[src/rtl/text_serializer_pkg.sv]
// Shared definitions for the serial frame transmitter: FSM encodings and line constants.
package text_serializer_pkg;

  typedef logic [2:0] state_t;

  localparam state_t ST_IDLE   = 3'd0;
  localparam state_t ST_SYNC   = 3'd1;
  localparam state_t ST_LOAD   = 3'd2;
  localparam state_t ST_DATA   = 3'd3;
  localparam state_t ST_PARITY = 3'd4;
  localparam state_t ST_DONE   = 3'd5;

  localparam logic       IDLE_LEVEL        = 1'b1;
  localparam logic [7:0] DEFAULT_SYNC_WORD = 8'h7E;

endpackage

[src/rtl/text_serializer_bit_timer.sv]
// Bit-period counter: counts 0..BIT_PERIOD-1 while enabled, flags the first and last clock
// of each bit.
module text_serializer_bit_timer #(
  parameter int unsigned BIT_PERIOD = 4
) (
  input  logic clk,
  input  logic reset_n,
  input  logic i_en,
  input  logic i_clr,
  output logic o_tick_first,
  output logic o_tick_last
);

  localparam int unsigned    CntW    = (BIT_PERIOD > 1) ? $clog2(BIT_PERIOD) : 1;
  localparam logic [CntW-1:0] LastCnt = CntW'(BIT_PERIOD - 1);

  logic [CntW-1:0] r_cnt;
  logic [CntW-1:0] w_cnt_next;

  always_comb begin
    w_cnt_next = r_cnt;
    if (i_clr) begin
      w_cnt_next = '0;
    end else if (i_en) begin
      w_cnt_next = (r_cnt == LastCnt) ? '0 : r_cnt + 1'b1;
    end
  end

  always_ff @(posedge clk or negedge reset_n) begin
    if (!reset_n) begin
      r_cnt <= '0;
    end else begin
      r_cnt <= w_cnt_next;
    end
  end

  assign o_tick_first = i_en && (r_cnt == '0);
  assign o_tick_last  = i_en && (r_cnt == LastCnt);

endmodule

[src/rtl/text_serializer.sv]
// Serial frame transmitter: sync word, then FRAME_BYTES bytes MSB-first with even parity.
// Line outputs are registered one cycle behind the FSM; byte_ready is decoded from state.
module text_serializer
  import text_serializer_pkg::*;
#(
  parameter int unsigned BIT_PERIOD  = 4,
  parameter int unsigned FRAME_BYTES = 256,
  parameter logic [7:0]  SYNC_WORD   = DEFAULT_SYNC_WORD
) (
  input  logic       clk,
  input  logic       reset_n,
  input  logic       start_source,
  input  logic [7:0] byte_in,
  input  logic       byte_valid,
  output logic       byte_ready,
  output logic       bit_out,
  output logic       bit_strobe,
  output logic       frame_active,
  output logic       frame_done
);

  localparam int unsigned         ByteCntW = $clog2(FRAME_BYTES + 1);
  localparam logic [ByteCntW-1:0] LastByte = ByteCntW'(FRAME_BYTES);

  state_t              r_state, w_state_next;
  logic [7:0]          r_shift, w_shift_next;
  logic [2:0]          r_bit_idx, w_bit_idx_next;
  logic                r_parity, w_parity_next;
  logic [ByteCntW-1:0] r_byte_cnt, w_byte_cnt_next, w_byte_cnt_inc;

  logic w_timer_en, w_timer_clr, w_tick_first, w_tick_last;
  logic w_bit, w_active, w_done;
  logic r_bit_out, r_bit_strobe, r_frame_active, r_frame_done;

  assign w_timer_en  = (r_state == ST_SYNC) || (r_state == ST_DATA) || (r_state == ST_PARITY);
  assign w_timer_clr = !w_timer_en;

  text_serializer_bit_timer #(
    .BIT_PERIOD (BIT_PERIOD)
  ) u_bit_timer (
    .clk          (clk),
    .reset_n      (reset_n),
    .i_en         (w_timer_en),
    .i_clr        (w_timer_clr),
    .o_tick_first (w_tick_first),
    .o_tick_last  (w_tick_last)
  );

  assign w_byte_cnt_inc = r_byte_cnt + ByteCntW'(1);

  always_comb begin
    w_state_next    = r_state;
    w_shift_next    = r_shift;
    w_bit_idx_next  = r_bit_idx;
    w_parity_next   = r_parity;
    w_byte_cnt_next = r_byte_cnt;
    unique case (r_state)
      ST_IDLE: begin
        if (start_source) begin
          w_state_next   = ST_SYNC;
          w_shift_next   = SYNC_WORD;
          w_bit_idx_next = '0;
        end
      end
      ST_SYNC: begin
        if (w_tick_last) begin
          w_shift_next   = {r_shift[6:0], 1'b0};
          w_bit_idx_next = r_bit_idx + 3'd1;
          if (r_bit_idx == 3'd7) w_state_next = ST_LOAD;
        end
      end
      ST_LOAD: begin
        if (byte_valid) begin
          w_state_next   = ST_DATA;
          w_shift_next   = byte_in;
          w_parity_next  = 1'b0;
          w_bit_idx_next = '0;
        end
      end
      ST_DATA: begin
        if (w_tick_last) begin
          w_parity_next  = r_parity ^ r_shift[7];
          w_shift_next   = {r_shift[6:0], 1'b0};
          w_bit_idx_next = r_bit_idx + 3'd1;
          if (r_bit_idx == 3'd7) w_state_next = ST_PARITY;
        end
      end
      ST_PARITY: begin
        if (w_tick_last) begin
          w_byte_cnt_next = w_byte_cnt_inc;
          w_state_next    = (w_byte_cnt_inc == LastByte) ? ST_DONE : ST_LOAD;
        end
      end
      ST_DONE: begin
        w_byte_cnt_next = '0;
        w_state_next    = ST_IDLE;
      end
      default: w_state_next = ST_IDLE;
    endcase
  end

  // Line level for the current FSM cycle; registered below to form the outputs.
  always_comb begin
    w_bit = IDLE_LEVEL;
    unique case (r_state)
      ST_SYNC, ST_DATA: w_bit = r_shift[7];
      ST_PARITY:        w_bit = r_parity;
      default:          w_bit = IDLE_LEVEL;
    endcase
  end

  assign w_active = (r_state == ST_SYNC) || (r_state == ST_LOAD) ||
                    (r_state == ST_DATA) || (r_state == ST_PARITY);
  assign w_done   = (r_state == ST_DONE);

  always_ff @(posedge clk or negedge reset_n) begin
    if (!reset_n) begin
      r_state        <= ST_IDLE;
      r_shift        <= '0;
      r_bit_idx      <= '0;
      r_parity       <= 1'b0;
      r_byte_cnt     <= '0;
      r_bit_out      <= IDLE_LEVEL;
      r_bit_strobe   <= 1'b0;
      r_frame_active <= 1'b0;
      r_frame_done   <= 1'b0;
    end else begin
      r_state        <= w_state_next;
      r_shift        <= w_shift_next;
      r_bit_idx      <= w_bit_idx_next;
      r_parity       <= w_parity_next;
      r_byte_cnt     <= w_byte_cnt_next;
      r_bit_out      <= w_bit;
      r_bit_strobe   <= w_tick_first;
      r_frame_active <= w_active;
      r_frame_done   <= w_done;
    end
  end

  assign byte_ready   = (r_state == ST_LOAD);
  assign bit_out      = r_bit_out;
  assign bit_strobe   = r_bit_strobe;
  assign frame_active = r_frame_active;
  assign frame_done   = r_frame_done;

endmodule

[config.mk]
export PLATFORM = sky130hd
export DESIGN_NAME = text_serializer
export DESIGN_NICKNAME = d
export VERILOG_FILES = /design/src/rtl/text_serializer_pkg.sv /design/src/rtl/text_serializer_bit_timer.sv /design/src/rtl/text_serializer.sv
export SDC_FILE = /design/constraint.sdc
export NUM_CORES = 1
export LEC_CHECK = 0
export CORE_AREA = 2 2 60 62
export DETAILED_ROUTE_END_ITERATION = 10
export DIE_AREA = 0 0 62 64
export GPL_TIMING_DRIVEN = 0
export MAX_ROUTING_LAYER = met4
export PLACE_DENSITY = 0.77
export SLEW_MARGIN = 25
export SYNTH_ARGS = -nofsm -noshare
export SYNTH_HDL_FRONTEND = slang
export SYNTH_SLANG_ARGS = --single-unit
export TNS_END_PERCENT = 30
[constraint.sdc]
create_clock -name clk -period 2.2 [get_ports clk]
set_clock_uncertainty 0.05 [all_clocks]
set_input_delay 0.66 -clock clk [delete_from_list [all_inputs] [get_ports clk]]
set_output_delay 0.66 -clock clk [all_outputs]
set_load 0.01 [all_outputs]
# Word level (Yosys, flattened, before mapping)
# Cells that the tools add are included.
# classes
bitwise_logic	1
n_eq_ne	16
reduce_logical	17
addsub	3
muxes	25
# op_table
cell	count
two-way mux 3 bit	11
two-way mux 8 bit	3
one-hot mux 8 bit (3 select lines)	1
one-hot mux 9 bit (2 select lines)	1
one-hot mux 3 bit (5 select lines)	1
!= test 2 x 1 -> 1 bit (second input constant)	6
adder 9 x 1 -> 9 bit (second input constant)	1
== test 3 bit (second input constant)	3
== test 9 bit (second input constant)	1
two-way mux 9 bit	1
one-hot mux 3 bit (3 select lines)	1
AND reduction 7 bit	1
== test 3 x 2 -> 1 bit (second input constant)	2
logical OR 1 bit	5
two-way mux 2 bit	2
!= test 2 bit (second input constant)	2
one-hot mux 1 bit (2 select lines)	2
AND reduction 4 bit	1
nonzero test 2 bit	2
adder 3 x 1 -> 3 bit (second input constant)	1
== test 3 x 1 -> 1 bit (second input constant)	1
logical NOT 3 bit	1
AND reduction 3 bit	1
nonzero test 3 bit	1
other kinds (8)	10
# word_totals
inputBits	12
reg_bits	30
out_inout_bits	5

# Logic depth before layout (Yosys ltp)
# Gate-level depths: netlist of run 1.
# depth
word_depth	6
ltp_mapped	7

# Modules after synthesis
# Synthesis of run 1 repeated with hierarchy kept, for this count alone.
# hier_totals
hier_cells	172
area_unflattened_um2	1595.3
# by_module_without_submodules
module	instances	seq_area_each_um2	cells_per_inst	area_each_um2
text_serializer	1	701.9	160	1466.4
text_serializer_bit_timer	1	50.0	12	128.9

# Worst setup path before layout of run 1
# No wires, ideal clock.
# synth_timing
path_kind	register -> register
start	reg r_byte_cnt[0]
end	reg r_state[1]
n_path_buf	1
arrival_time_ps	1550
required_time_ps	2031
stages_incl_launch_ff	7
slack_ps	481
path_cell_list	dfrtp_1 > and3_1 > buf_6 > or3b_1 > a21oi_2 > o2111ai_2 > o21a_1
# synth_between
elab_chain_len	5
# synth_rtl
element	line_no	text
start, declared	text_serializer.sv:29	logic [ByteCntW-1:0] r_byte_cnt, w_byte_cnt_next, w_byte_cnt_inc;
start signal, assigned	text_serializer.sv:132	r_byte_cnt <= w_byte_cnt_next;
adder 9 x 1 -> 9 bit	text_serializer.sv:49	assign w_byte_cnt_inc = r_byte_cnt + ByteCntW'(1);
== test 9 bit	text_serializer.sv:91	w_state_next = (w_byte_cnt_inc == LastByte) ? ST_DONE : ST_LOAD;
two-way mux 3 bit	text_serializer.sv:91	
two-way mux 3 bit	text_serializer.sv:89	if (w_tick_last) begin
one-hot mux 3 bit (5 select lines)	text_serializer.sv:57	unique case (r_state)
end signal, assigned	text_serializer.sv:128	r_state <= w_state_next;
end, declared	text_serializer.sv:25	state_t r_state, w_state_next;
# No other way between the ends. The select of a mux whose other input is x is not followed.
# A chain may end at the register's enable or synchronous reset.

# Final worst setup path of run 1
# layout_timing
start	reg r_bit_out (netlist: bit_out)
end	out bit_out
# layout_lines
element	line_no	text
start, declared	text_serializer.sv:33	logic r_bit_out, r_bit_strobe, r_frame_active, r_frame_done;
start signal, assigned	text_serializer.sv:133	r_bit_out <= w_bit;
end, declared	text_serializer.sv:16	output logic bit_out,
# No word-level cell between the ends.

==> run summary, run 1 <==
The routed design could run at a clock period as short as 2.08 ns. The cell family contributing the most delay on the critical path is flip-flops. The detailed-route wire length was 3230 um; the overall die area was 3970 sq um. Across all layers, the routed design uses 1,336 vias.

The critical-path maximum fanout was 1; the initial antenna violation count was 0. The area share of the largest cell type after synthesis is 0.451. The floorplan step set the die width to 62 um.

Routability-driven placement finished with a final weighted congestion of 0.875. The total power per unit cell area is 892 nW/um^2, and the total routing usage reported by global routing is 0.193. The fraction of the yosys area taken by sequential cells was 0.468; the number of violations of the max-capacitance limit was 0. For this design the static power due to leakage is 0.843 nW. For the highest ir drop seen on vdd, the log shows 775 uV. The largest total area in the synthesized netlist belongs to dfrtp_1. The tools report the number of warnings reported in the yosys synthesis log as 0. The count of endpoints failing hold in the final timing report was 0.

Proportion of synthesized flip-flops having asynchronous set or reset: 1.00. The flow ran to the end, and the final reports show no timing, DRC or antenna violations. The wire-length estimate of the detail-placed layout is 2350 um.

The number of rows in the core area was 21. Type of the worst setup path: flip-flop to primary output. Based on the critical path, the design can be clocked at up to 481 MHz. The remaining global-route overflow is 0, and the first-pass iteration count of the detailed router is 4. The diode insertion count for antenna repair is 0.

The worst setup path is captured at a primary output. The tree is rooted in a clkbuf_4. Overall power consumption after layout is estimated at 1.69 mW. Setup repair after global routing left no endpoint under its margin. The share of layout cells above drive strength 1 is 0.131. Setup slack on the critical path of the routed design comes to 0.120 ns. For this run, design rule violations remaining after detail routing come to 0. The number of global-route vias before repair was 1,313; the share of the cycle needed by the critical path after routing was 0.945.

The starting density of the core is 0.490. The run gives 40 as the number of distinct library cell variants in the gate-level netlist after synthesis. The clock-pin slew on the worst setup and hold paths is 0.10 ns. Counting flops with a built-in enable in the synthesized netlist gives 0. The number of storage elements in the synthesis netlist is 30.

Maximum single-stage delay on the critical path: 0.52 ns. The maximum number of buffers from clock root to sink came out at 2. The slew at the pin closest to its max-slew limit was 0.669 ns; the area overhead of the layout relative to synthesis was 17.6%. Type of the worst min-delay path: input port to asynchronous set/reset pin. The final count of pins violating max slew was 0.

The core area is 3280 sq um. The remaining antenna violation count after routing is 0, and the first-pass GRT wire length is 5550 um. The post-route worst hold slack was 0.306 ns. During placement, the flow inserted port buffers numbering 16. TritonCTS built the clock tree. The worst setup path is launched from a flip-flop. At the placement stage, the worst setup path has a slack of -0.123 ns.

The most used flip-flop cell after synthesis is dfrtp_1. Counting every instance in the synthesized netlist gives 174. The detailed router finished its first iteration with 38 violations. Walking the worst path, the cells encountered are clkdlybuf4s50_1.

By area the synthesized netlist is led by dfrtp_1 45%, o21ai_0 7.2%, nand2_1 5.6%, ha_1 4.7%, o22ai_1 3.5%. Dividing the synthesized area by the synthesized cell count gives 9.24 sq um. The tools report the net count of the finished layout as 216.

After filler insertion, the fill cell instance count of the layout stands at 290. The run gives 17 as the number of ports placed on the die boundary. On the critical path, the stage with the largest delay is an instance of dfstp_2. In this run the vertical extent of the chip is 64 um. The average detailed-routed wire length per instance was 13.2 um; the clock latency on the worst-skew pair was 0.33 ns.

The tools report the CTS H-tree depth as 2. CTS saw 30 sinks. For the pin count of the biggest net entering global routing, the log shows 31.

After synthesis the cells add up to 1610 sq um. The tools report the synthesized netlist net count as 192. Dividing the detail-routed via count by the number of cells gives 5.45. The required time of the critical path is 1.49 ns, and the count of buffer and inverter cells on the critical path is 1. STA puts the critical path data arrival time at 1.37 ns. The worst max-slew margin expressed relative to the limit was 0.554. For the setup violation total in the final timing report, the log shows 0. TritonCTS created 5 clock buffers.
==> worst paths after layout <==
| path | start | endpoint | slack, ns | depth (start not counted) |
|---|---|---|---|---|
| max in group asynchronous | reset_n | r_shift[7]$_DFFE_PN0P_ | 1.36 | 1 |
| worst max register to register | u_bit_timer.r_cnt[0]$_DFF_PN0_ | r_byte_cnt[6]$_DFFE_PN0P_ | 0.22 | 7 |
| min in group clk | u_bit_timer.r_cnt[0]$_DFF_PN0_ | u_bit_timer.r_cnt[0]$_DFF_PN0_ | 0.43 | 1 |
| worst min-delay path | reset_n | r_shift[1]$_DFFE_PN0P_ | 0.31 | 1 |
| worst max-delay path | bit_out$_DFF_PN1_ | bit_out | 0.12 | 1 |
| worst min register to register | u_bit_timer.r_cnt[0]$_DFF_PN0_ | u_bit_timer.r_cnt[0]$_DFF_PN0_ | 0.43 | 1 |
==> stage by stage <==
stage | area [sq um] | cells | TNS, ns | util
3_3_place_gp | 1830 | 236 | -1.73 | 0.556
4_1_cts | 1890 | 245 | 0 | 0.577
3_5_place_dp | 1820 | 236 | -0.123 | 0.554
5_1_grt | 1890 | 245 | 0 | 0.576
2_1_floorplan | 1610 | 174 | 0 | -
6_report | 1890 | 245 | 0 | 0.576
==> layer usage <==
layer | GRT usage | vias to the layer above | part of all wire
met4 | 0.0798 | 0 | 0.016
li1 | - | 663 | -
met5 | - | - | 0
met1 | 0.228 | 626 | 0.44
met2 | 0.302 | 40 | 0.49
met3 | 0.0547 | 7 | 0.046
==> Yosys cell counts (2+ instances only) <==
library cell,count
a21oi_1,7
and2_1,4
and2_2,2
and3_1,3
and3_2,2
buf_2,3
buf_6,2
clkbuf_1,2
dfrtp_1,29
ha_1,6
inv_1,4
nand2_1,24
nand2b_1,3
nand3_1,6
nand3b_1,2
nor2_1,11
nor2b_1,5
nor3_1,2
o21ai_0,23
o22ai_1,9
o31ai_1,4
xnor2_1,3
==> registers in the layout, indices dropped and copies added (netlist names), 2 cells and up <==
signal,cells
r_bit_idx,3
r_byte_cnt,9
r_shift,8
r_state,3
u_bit_timer.r_cnt,2
==> report_power, final <==
part           internal [mW]  leakage (nW)  switching [mW]  total [mW]
registers              0.679         0.383          0.0759       0.755
logic                  0.270         0.424           0.317       0.587
clock network          0.155        0.0353           0.189       0.343
total                   1.10         0.843           0.582        1.69
==> cells by family after synthesis <==
group / count (synthesis) / synth area share
adders and majority gates: 6 / 0.0467
AOI/OAI and AO/OA: 52 / 0.194
xor gates and xnor gates: 4 / 0.0218
DFF: 30 / 0.468
buffers and inverters: 13 / 0.0506
muxes: 1 / 0.00700
and+or+nand+nor: 68 / 0.212
==> final cells by class <==
cell class                      instances  area, sq um  share of cell area
Timing Repair Buffer                   17          158              0.0834
Sequential cell                        30          752               0.398
Multi-Input combinational cell        131          782               0.414
Clock inverter                          1         5.00             0.00265
Buffer                                  9         66.3              0.0351
Clock buffer                            7         55.1              0.0291
Tap cell                               46         57.6              0.0304
Inverter                                4         15.0             0.00794
==> timing repair <==
action                     4_1_cts  5_1_grt
gates cloned                     0        0
hold buffers                     0        0
pin swaps                        0        0
setup endpoints to repair        1        1
buffers inserted                 1        0
resized for setup                3        2
==> placed cells by master, fill, tap and decap left out, drive strengths merged, types with 2 or more instances in the layout <==
| master | count |
|---|---|
| and3 | 5 |
| nand2b | 3 |
| nand2 | 24 |
| xnor2 | 3 |
| nor2 | 11 |
| o31ai | 4 |
| clkdlybuf4s50 | 14 |
| inv | 4 |
| nand3b | 2 |
| buf | 8 |
| dfrtp | 29 |
| o21ai | 24 |
| nor2b | 5 |
| and2 | 6 |
| ha | 6 |
| nand3 | 6 |
| clkbuf | 11 |
| nor3 | 2 |
| a21oi | 8 |
| o22ai | 9 |
Note: power is estimated with default switching activity, not from simulation.
==> run 2, diff against run 1 <==
- DONT_BUFFER_PORTS: not set -> 1
- PLACE_DENSITY: 0.77 -> 0.71
==> run 2 against run 1 <==
Fmax is 3.2% higher. Global-route usage increased by 1.0 points. Sequential share of layout area rose by 3.0 points. Register-to-register slack is essentially flat. Worst setup slack improved by 0.064 ns. Cell area shrank 6.9%. Cell count fell by 6.1%. First-iteration DRC count increased by 24%. Critical path depth up 3. Combinational power down 11%. Via count shrank 3.4%. Die area unchanged. Critical path type unchanged.
==> run summary, run 2 (synthesis gave the netlist of run 1 again) <==
The tools report the number of ports placed on the die boundary as 17 (unchanged). The run gives 1.31 ns (was 1.37 ns) as the critical path data arrival time. The number of global-route vias before repair is 1,280 (was 1,313).

The via count of the routed design was 1,291 (was 1,336); the share of the cycle needed by the critical path after routing was 0.916 (was 0.945). The remaining global-route overflow was 0 (unchanged); the overall die area was 3970 sq um (unchanged). The quantity of I/O buffers inserted on ports was 0 (was 16). The area overhead of the layout relative to synthesis works out to 9.42% (was 17.6%).

The tools report the post-route worst hold slack as 0.0791 ns (was 0.306 ns). Flip-flop count of the largest register, all copies and words added: 9 (unchanged). The vertical die dimension is 64 um (unchanged). For the number of rows in the core area, the log shows 21 (unchanged). The run gives 0.0628 (was 0.0547) as the met3 usage. The startpoint of the worst setup timing path is r_state[1]$_DFFE_PN0P_ (was bit_out$_DFF_PN1_).

The instance count after placement with tap cells included was 220 (was 236); the net count of the finished layout was 201 (was 216). Top register by number of flip-flops: r_byte_cnt (unchanged). The detailed-route wire length was 3290 um (was 3230 um). The final count of pins violating max slew was 0 (unchanged); the smallest setup slack after layout was 0.184 ns (was 0.120 ns). Average detailed-routed wire length per instance: 14.3 um (was 13.2 um). The number of violations of the max-capacitance limit was 0 (unchanged); the critical-path maximum fanout was 9 (was 1). The number of buffers added by the clock tree synthesis step is 5 (unchanged), and the met2 usage is 0.301 (was 0.302).

The tools report the number of DRC markers in iteration 0 as 47 (was 38). The run gives 0 (unchanged) as the count of endpoints failing hold in the final timing report. The layer carrying the most global-route usage is met2 (unchanged).

The kind of end point of the critical path was a primary output (unchanged). For the register area, the log shows 752 sq um (unchanged). The most common library cell in the layout ignoring fill and taps is dfrtp_1 (unchanged).

The chip width is 62 um (unchanged), and the required time of the critical path is 1.49 ns (about the same). The utilization after layout is 0.536 (was 0.576). The run gives 1.64 mW (was 1.69 mW) as the total power of the final layout.

The pin count of the biggest net entering global routing was 30 (was 31). The tools report the first-pass iteration count of the detailed router as 4 (unchanged). TritonCTS built the clock tree.

The tools report the highest ir drop seen on vdd as 787 uV (was 775 uV). Setup repair after global routing left no endpoint under its margin. CTS H-tree depth: 2 (unchanged). The clock-pin slew on the worst setup and hold paths was 0.10 ns (about the same). The share of layout cells above drive strength 1 works out to 0.141 (was 0.131).

Commonest non-fill, non-tap cells in the layout: 29 x dfrtp_1, 24 x nand2_1, 23 x o21ai_0, 11 x nor2_1, 9 x o22ai_1 (was 29 x dfrtp_1, 24 x nand2_1, 23 x o21ai_0, 14 x clkdlybuf4s50_1, 11 x nor2_1). The diode insertion count for antenna repair is 0 (unchanged), and the setup violation total in the final timing report is 0 (unchanged). The area occupied by multi-input gates was 777 sq um (was 782 sq um).

Largest registers in the final layout: r_byte_cnt: 9 flops, r_shift: 8 flops (unchanged). For the number of remaining DRC errors, the log shows 0 (unchanged). The number of cell instances on the worst register-to-register path is 7 (unchanged), and the remaining antenna violation count after routing is 0 (unchanged). The final design area excluding fillers came out at 1760 sq um (was 1890 sq um).

Type of the worst setup path: flip-flop to primary output (unchanged). The maximum achievable frequency is 496 MHz (was 481 MHz), and the number of cells in the finished layout apart from fillers is 230 (was 245). The filler cell count came out at 294 (was 290). The average via count per standard cell is 5.61 (was 5.45), and the final total negative setup slack is 0 ns (unchanged). The initial antenna violation count was 0 (unchanged); the first-pass GRT wire length was 5770 um (was 5550 um).

The flow ran to the end, and the final reports show no timing, DRC or antenna violations. The slew at the pin closest to its max-slew limit works out to 0.422 ns (was 0.669 ns). The root buffer cell was clkbuf_4 (unchanged). The placed standard-cell area came out at 1670 sq um (was 1820 sq um).

The minimum period implied by the final worst setup slack is 2.02 ns (was 2.08 ns), and the core area is 3280 sq um (unchanged). The tools report the cell leakage power as 0.785 nW (was 0.843 nW). The starting density of the core came out at 0.490 (unchanged). The tools report the critical path startpoint category as a flip-flop (unchanged). The tools report the worst reg2reg path startpoint as u_bit_timer.r_cnt[0]$_DFF_PN0_ (unchanged).

The logs give 0.274 ns (was -0.123 ns) for the minimum setup slack after placement and 0.718 (was 0.554) for the worst max-slew margin expressed relative to the limit. The met1 track demand over resource came out at 0.257 (was 0.228). Type of the worst min-delay path: input port to asynchronous set/reset pin (unchanged). For the maximum number of buffers from clock root to sink, the log shows 2 (unchanged). The clock latency on the worst-skew pair was 0.34 ns (was 0.33 ns); the total power per unit cell area was 934 nW/um^2 (was 892 nW/um^2). For the clock sink total, the log shows 30 (unchanged). The detailed placer's ending HPWL was 2330 um (was 2350 um); the total routing usage reported by global routing was 0.203 (was 0.193). The run gives 0.783 (was 0.875) as the last weighted congestion value of the routability-driven placer.
run 2: cell count changes in the layout (fill, tap and decap cells not counted), sizes merged:
cell / before / now
clkinvlp: 0 / 1
clkdlybuf4s50: 14 / 0
clkbuf: 11 / 9
run 2: final timing paths:
kind | slack (ns) | to
max | 0.18 | byte_ready
min | 0.08 | r_parity$_DFFE_PN0P_
max reg2reg | 0.23 | r_byte_cnt[8]$_DFFE_PN0P_
min reg2reg | 0.42 | u_bit_timer.r_cnt[0]$_DFF_PN0_
max in group asynchronous | 1.86 | r_byte_cnt[7]$_DFFE_PN0P_
min in group clk | 0.39 | r_shift[0]$_DFFE_PN0P_
run 2: what timing repair did:
item	CTS	global route
buffers inserted	1	0
hold buffers	1	0
resized for setup	0	1
setup endpoints to repair	1	1
gates cloned	0	0
hold endpoints to repair	29	0
run 2: worst max-delay path, stage by stage (launching register included):
cell and delay [ns]:
dfrtp_1 0.37, buf_6 0.13, nor2b_2 0.20, nand2b_1 0.12
inv_1 0.15
run 2: power by group:
| part | internal, mW | switching [mW] | total, mW |
|---|---|---|---|
| combinational | 0.216 | 0.304 | 0.520 |
| clock | 0.153 | 0.203 | 0.357 |
| sequential | 0.680 | 0.0862 | 0.767 |
| total | 1.05 | 0.593 | 1.64 |
run 2: layer usage:
layer / vias to the layer above / share of wire / wire [um]
met3: 7 / 0.059 / 194
met1: 608 / 0.43 / 1410
met4: 0 / 0.013 / 42
li1: 632 / - / -
met2: 44 / 0.50 / 1640
met5: - / 0 / 0
run 2: cell type report:
cell class	instances	share of cell area
clock buffer	6	0.0292
clock inverter	2	0.00711
multi-input combinational	131	0.442
timing repair buffer	2	0.0156
inverter	4	0.00853
buffer	9	0.0377
tap	46	0.0327
sequential	30	0.427
==> run 3, diff against run 2 <==
--- a/config.mk
+++ b/config.mk
@@ -14,2 +14,3 @@
 export PLACE_DENSITY = 0.71
+export SETUP_SLACK_MARGIN = 0.02
 export SLEW_MARGIN = 25
==> constraint.sdc (replaced) <==
create_clock -name clk -period 2.2 [get_ports clk]
set_clock_uncertainty 0.05 [all_clocks]
set_input_delay 0.44 -clock clk [delete_from_list [all_inputs] [get_ports clk]]
set_output_delay 0.44 -clock clk [all_outputs]
set_load 0.01 [all_outputs]
==> run 3 against run 2 <==
Die area stayed put. Combinational power hardly changed. Sequential share of layout area stayed put. Worst hold slack better by 0.096 ns. Critical endpoint unchanged.
==> run summary, run 3 (synthesis gave the netlist of run 1 again) <==
For the first-pass iteration count of the detailed router, the log shows 4 (unchanged). The number of remaining DRC errors was 0 (unchanged). The root buffer cell is clkbuf_4 (unchanged).

The first-pass GRT wire length is 5730 um (was 5770 um). Largest registers in the final layout: r_byte_cnt: 9 flops, r_shift: 8 flops (unchanged). The top register by number of flip-flops is r_byte_cnt (unchanged). The total internal power was 1.05 mW (about the same); the critical path data arrival time was 1.52 ns (was 1.31 ns). The starting density of the core was 0.490 (unchanged); the area overhead of the layout relative to synthesis was 9.42% (unchanged).

The share of layout cells above drive strength 1 was 0.130 (was 0.141). The flow ran to the end, and the final reports show no timing, DRC or antenna violations. Minimum setup slack after placement: 0.274 ns (unchanged). The startpoint of the worst setup timing path was r_state[1]$_DFFE_PN0P_ (unchanged).

The tools report the number of violations of the max-capacitance limit as 0 (unchanged). CP Cell Sequence: buf_6 > nor2b_1 > nand2b_1 > inv_1 (was buf_6 > nor2b_2 > nand2b_1 > inv_1). The tools report the net count of the finished layout as 201 (unchanged).

The total of cells resized after clock tree synthesis came out at 0 (unchanged). The type of the worst setup path was flip-flop to primary output (unchanged). Flip-flop count of the largest register, all copies and words added: 9 (unchanged). The remaining global-route overflow was 0 (unchanged); the remaining antenna violation count after routing was 0 (unchanged). The run gives 3270 um (was 3290 um) as the detailed-route wire length.

Cell leakage power: 0.784 nW (was 0.785 nW). TritonCTS built the clock tree. The pin count of the biggest net entering global routing is 31 (was 30).

The number of global-route vias before repair was 1,294 (was 1,280); the share of power burned in combinational logic was 0.316 (about the same). The worst reg2reg path startpoint was u_bit_timer.r_cnt[0]$_DFF_PN0_ (unchanged). The number of rows in the core area came out at 21 (unchanged).

The run gives 2 (was 1) as the hold-fix buffer count after cts. Setup violation total in the final timing report: 0 (unchanged). The run gives 1,307 (was 1,291) as the via count of the routed design.

Quantity of I/O buffers inserted on ports: 0 (unchanged). The origin of the worst min-delay path is byte_in[0]. The number of buffers added by the clock tree synthesis step was 5 (unchanged); the overall die area was 3970 sq um (unchanged). Smallest setup slack after layout: 0.193 ns (was 0.184 ns). The total routing usage reported by global routing was 0.202 (was 0.203); the chip width was 62 um (unchanged). The average detailed-routed wire length per instance was 14.2 um (was 14.3 um). The worst max-slew margin expressed relative to the limit is 0.718 (about the same).

Setup repair after global routing left no endpoint under its margin. The logs give 0 ns (unchanged) for the final total negative setup slack and 0.215 (was 0.217) for the clock network fraction of design power. The number of setup buffers added after CTS is 0 (was 1). For the clock latency on the worst-skew pair, the log shows 0.34 ns (about the same). Commonest non-fill, non-tap cells in the layout: 29 x dfrtp_1, 24 x nand2_1, 23 x o21ai_0, 11 x nor2_1, 9 x o22ai_1 (unchanged).

The minimum period implied by the final worst setup slack is 2.01 ns (was 2.02 ns). The slew at the pin closest to its max-slew limit is 0.422 ns (about the same). The share of the cycle needed by the critical path after routing is 0.912 (was 0.916), and the clock-pin slew on the worst setup and hold paths is 0.10 ns (about the same).

The kind of end point of the critical path is a primary output (unchanged). The core area is 3280 sq um (unchanged), and the clock sink total is 30 (unchanged). The vertical die dimension came out at 64 um (unchanged). The average via count per standard cell works out to 5.68 (was 5.61). Diode insertion count for antenna repair: 0 (unchanged).

The total power per unit cell area was 930 nW/um^2 (was 934 nW/um^2); the final count of pins violating max slew was 0 (unchanged). Switching power of the nets: 589 uW (was 593 uW). The maximum single-stage delay on the critical path works out to 0.36 ns (was 0.37 ns).

The number of ports placed on the die boundary was 17 (unchanged). The critical path startpoint category is a flip-flop (unchanged). The most common library cell in the layout ignoring fill and taps was dfrtp_1 (unchanged). For the detailed placer's ending HPWL, the log shows 2330 um (unchanged). The relative contribution of sequential cells to total power was 0.468 (was 0.467). The logs give 0 (unchanged) for the count of endpoints failing hold in the final timing report and 498 MHz (was 496 MHz) for the maximum achievable frequency. The highest ir drop seen on vdd is 824 uV (was 787 uV), and the required time of the critical path is 1.71 ns (was 1.49 ns). The critical-path maximum fanout came out at 9 (unchanged).

The standard cell with the maximum stage delay on the critical path was dfrtp_1 (unchanged). The switching power share of the total is 0.360 (was 0.361), and the maximum number of buffers from clock root to sink is 2 (unchanged). The logs give 0.783 (unchanged) for the last weighted congestion value of the routability-driven placer and 2 (unchanged) for the CTS H-tree depth.

The initial antenna violation count is 0 (unchanged). The type of the worst min-delay path was input port to flip-flop (was input port to asynchronous set/reset pin). The number of DRC markers in iteration 0 came out at 42 (was 47).
## run 3: changes by cell type in the layout (fill, tap and decap cells not counted)
cell and delta:
dlygate4sd3_1 +1, nor2b_2 -1, nor2b_1 +1, buf_4 -1
## run 3: layout make-up
class / count / area [sq um]
Fill cell: 296 / 1530
Sequential cell: 30 / 752
Clock buffer: 6 / 51.3
Inverter: 4 / 15.0
Clock inverter: 2 / 12.5
Tap cell: 46 / 57.6
Buffer: 9 / 66.3
Timing Repair Buffer: 2 / 30.0
Multi-Input combinational cell: 131 / 774
## run 3: worst paths after layout
| kind | to | cells after the start | slack [ns] |
|---|---|---|---|
| setup / recovery | byte_ready | 4 | 0.19 |
| max in group asynchronous | bit_out$_DFF_PN1_ | 2 | 1.37 |
| hold / removal | r_shift[0]$_DFFE_PN0P_ | 2 | 0.18 |
| setup reg to reg | r_byte_cnt[8]$_DFFE_PN0P_ | 7 | 0.21 |
| min in group asynchronous | r_byte_cnt[4]$_DFFE_PN0P_ | 2 | 0.50 |
| hold reg to reg | u_bit_timer.r_cnt[0]$_DFF_PN0_ | 1 | 0.42 |
## run 3: critical path: cells and delay by family, from the launching register on
family                 cells  cell delay, ns
and+or+nand+nor            2            0.49
DFF                        1            0.36
buffers and inverters      2            0.33
## run 3: power groups by stage
stage          registers, mW  logic, mW  clock network, mW
2_1_floorplan          0.756      0.403                  0
3_3_place_gp           0.769      0.472                  0
3_5_place_dp           0.778      0.500                  0
4_1_cts                0.768      0.519              0.366
5_1_grt                0.783      0.609              0.390
6_report               0.766      0.517              0.352
## run 3: stage by stage
stage	area (sq um)	instances	total power [mW]	hold slack, ns	utilization
after CTS	1760	230	1.65	0.162	0.536
after global placement	1670	220	1.24	0.0953	0.507
after floorplan	1610	174	1.16	0.0944	-
final	1760	230	1.64	0.176	0.536
after global routing	1760	230	1.78	0.164	0.536
after detailed placement	1670	220	1.28	0.0953	0.507
## run 3: per-layer routing
metal | vias up | share of wire | GRT usage
li1 | 630 | - | -
met1 | 619 | 0.43 | 0.250
met2 | 52 | 0.50 | 0.303
met3 | 6 | 0.059 | 0.0607
met4 | 0 | 0.017 | 0.0798
met5 | - | 0 | -
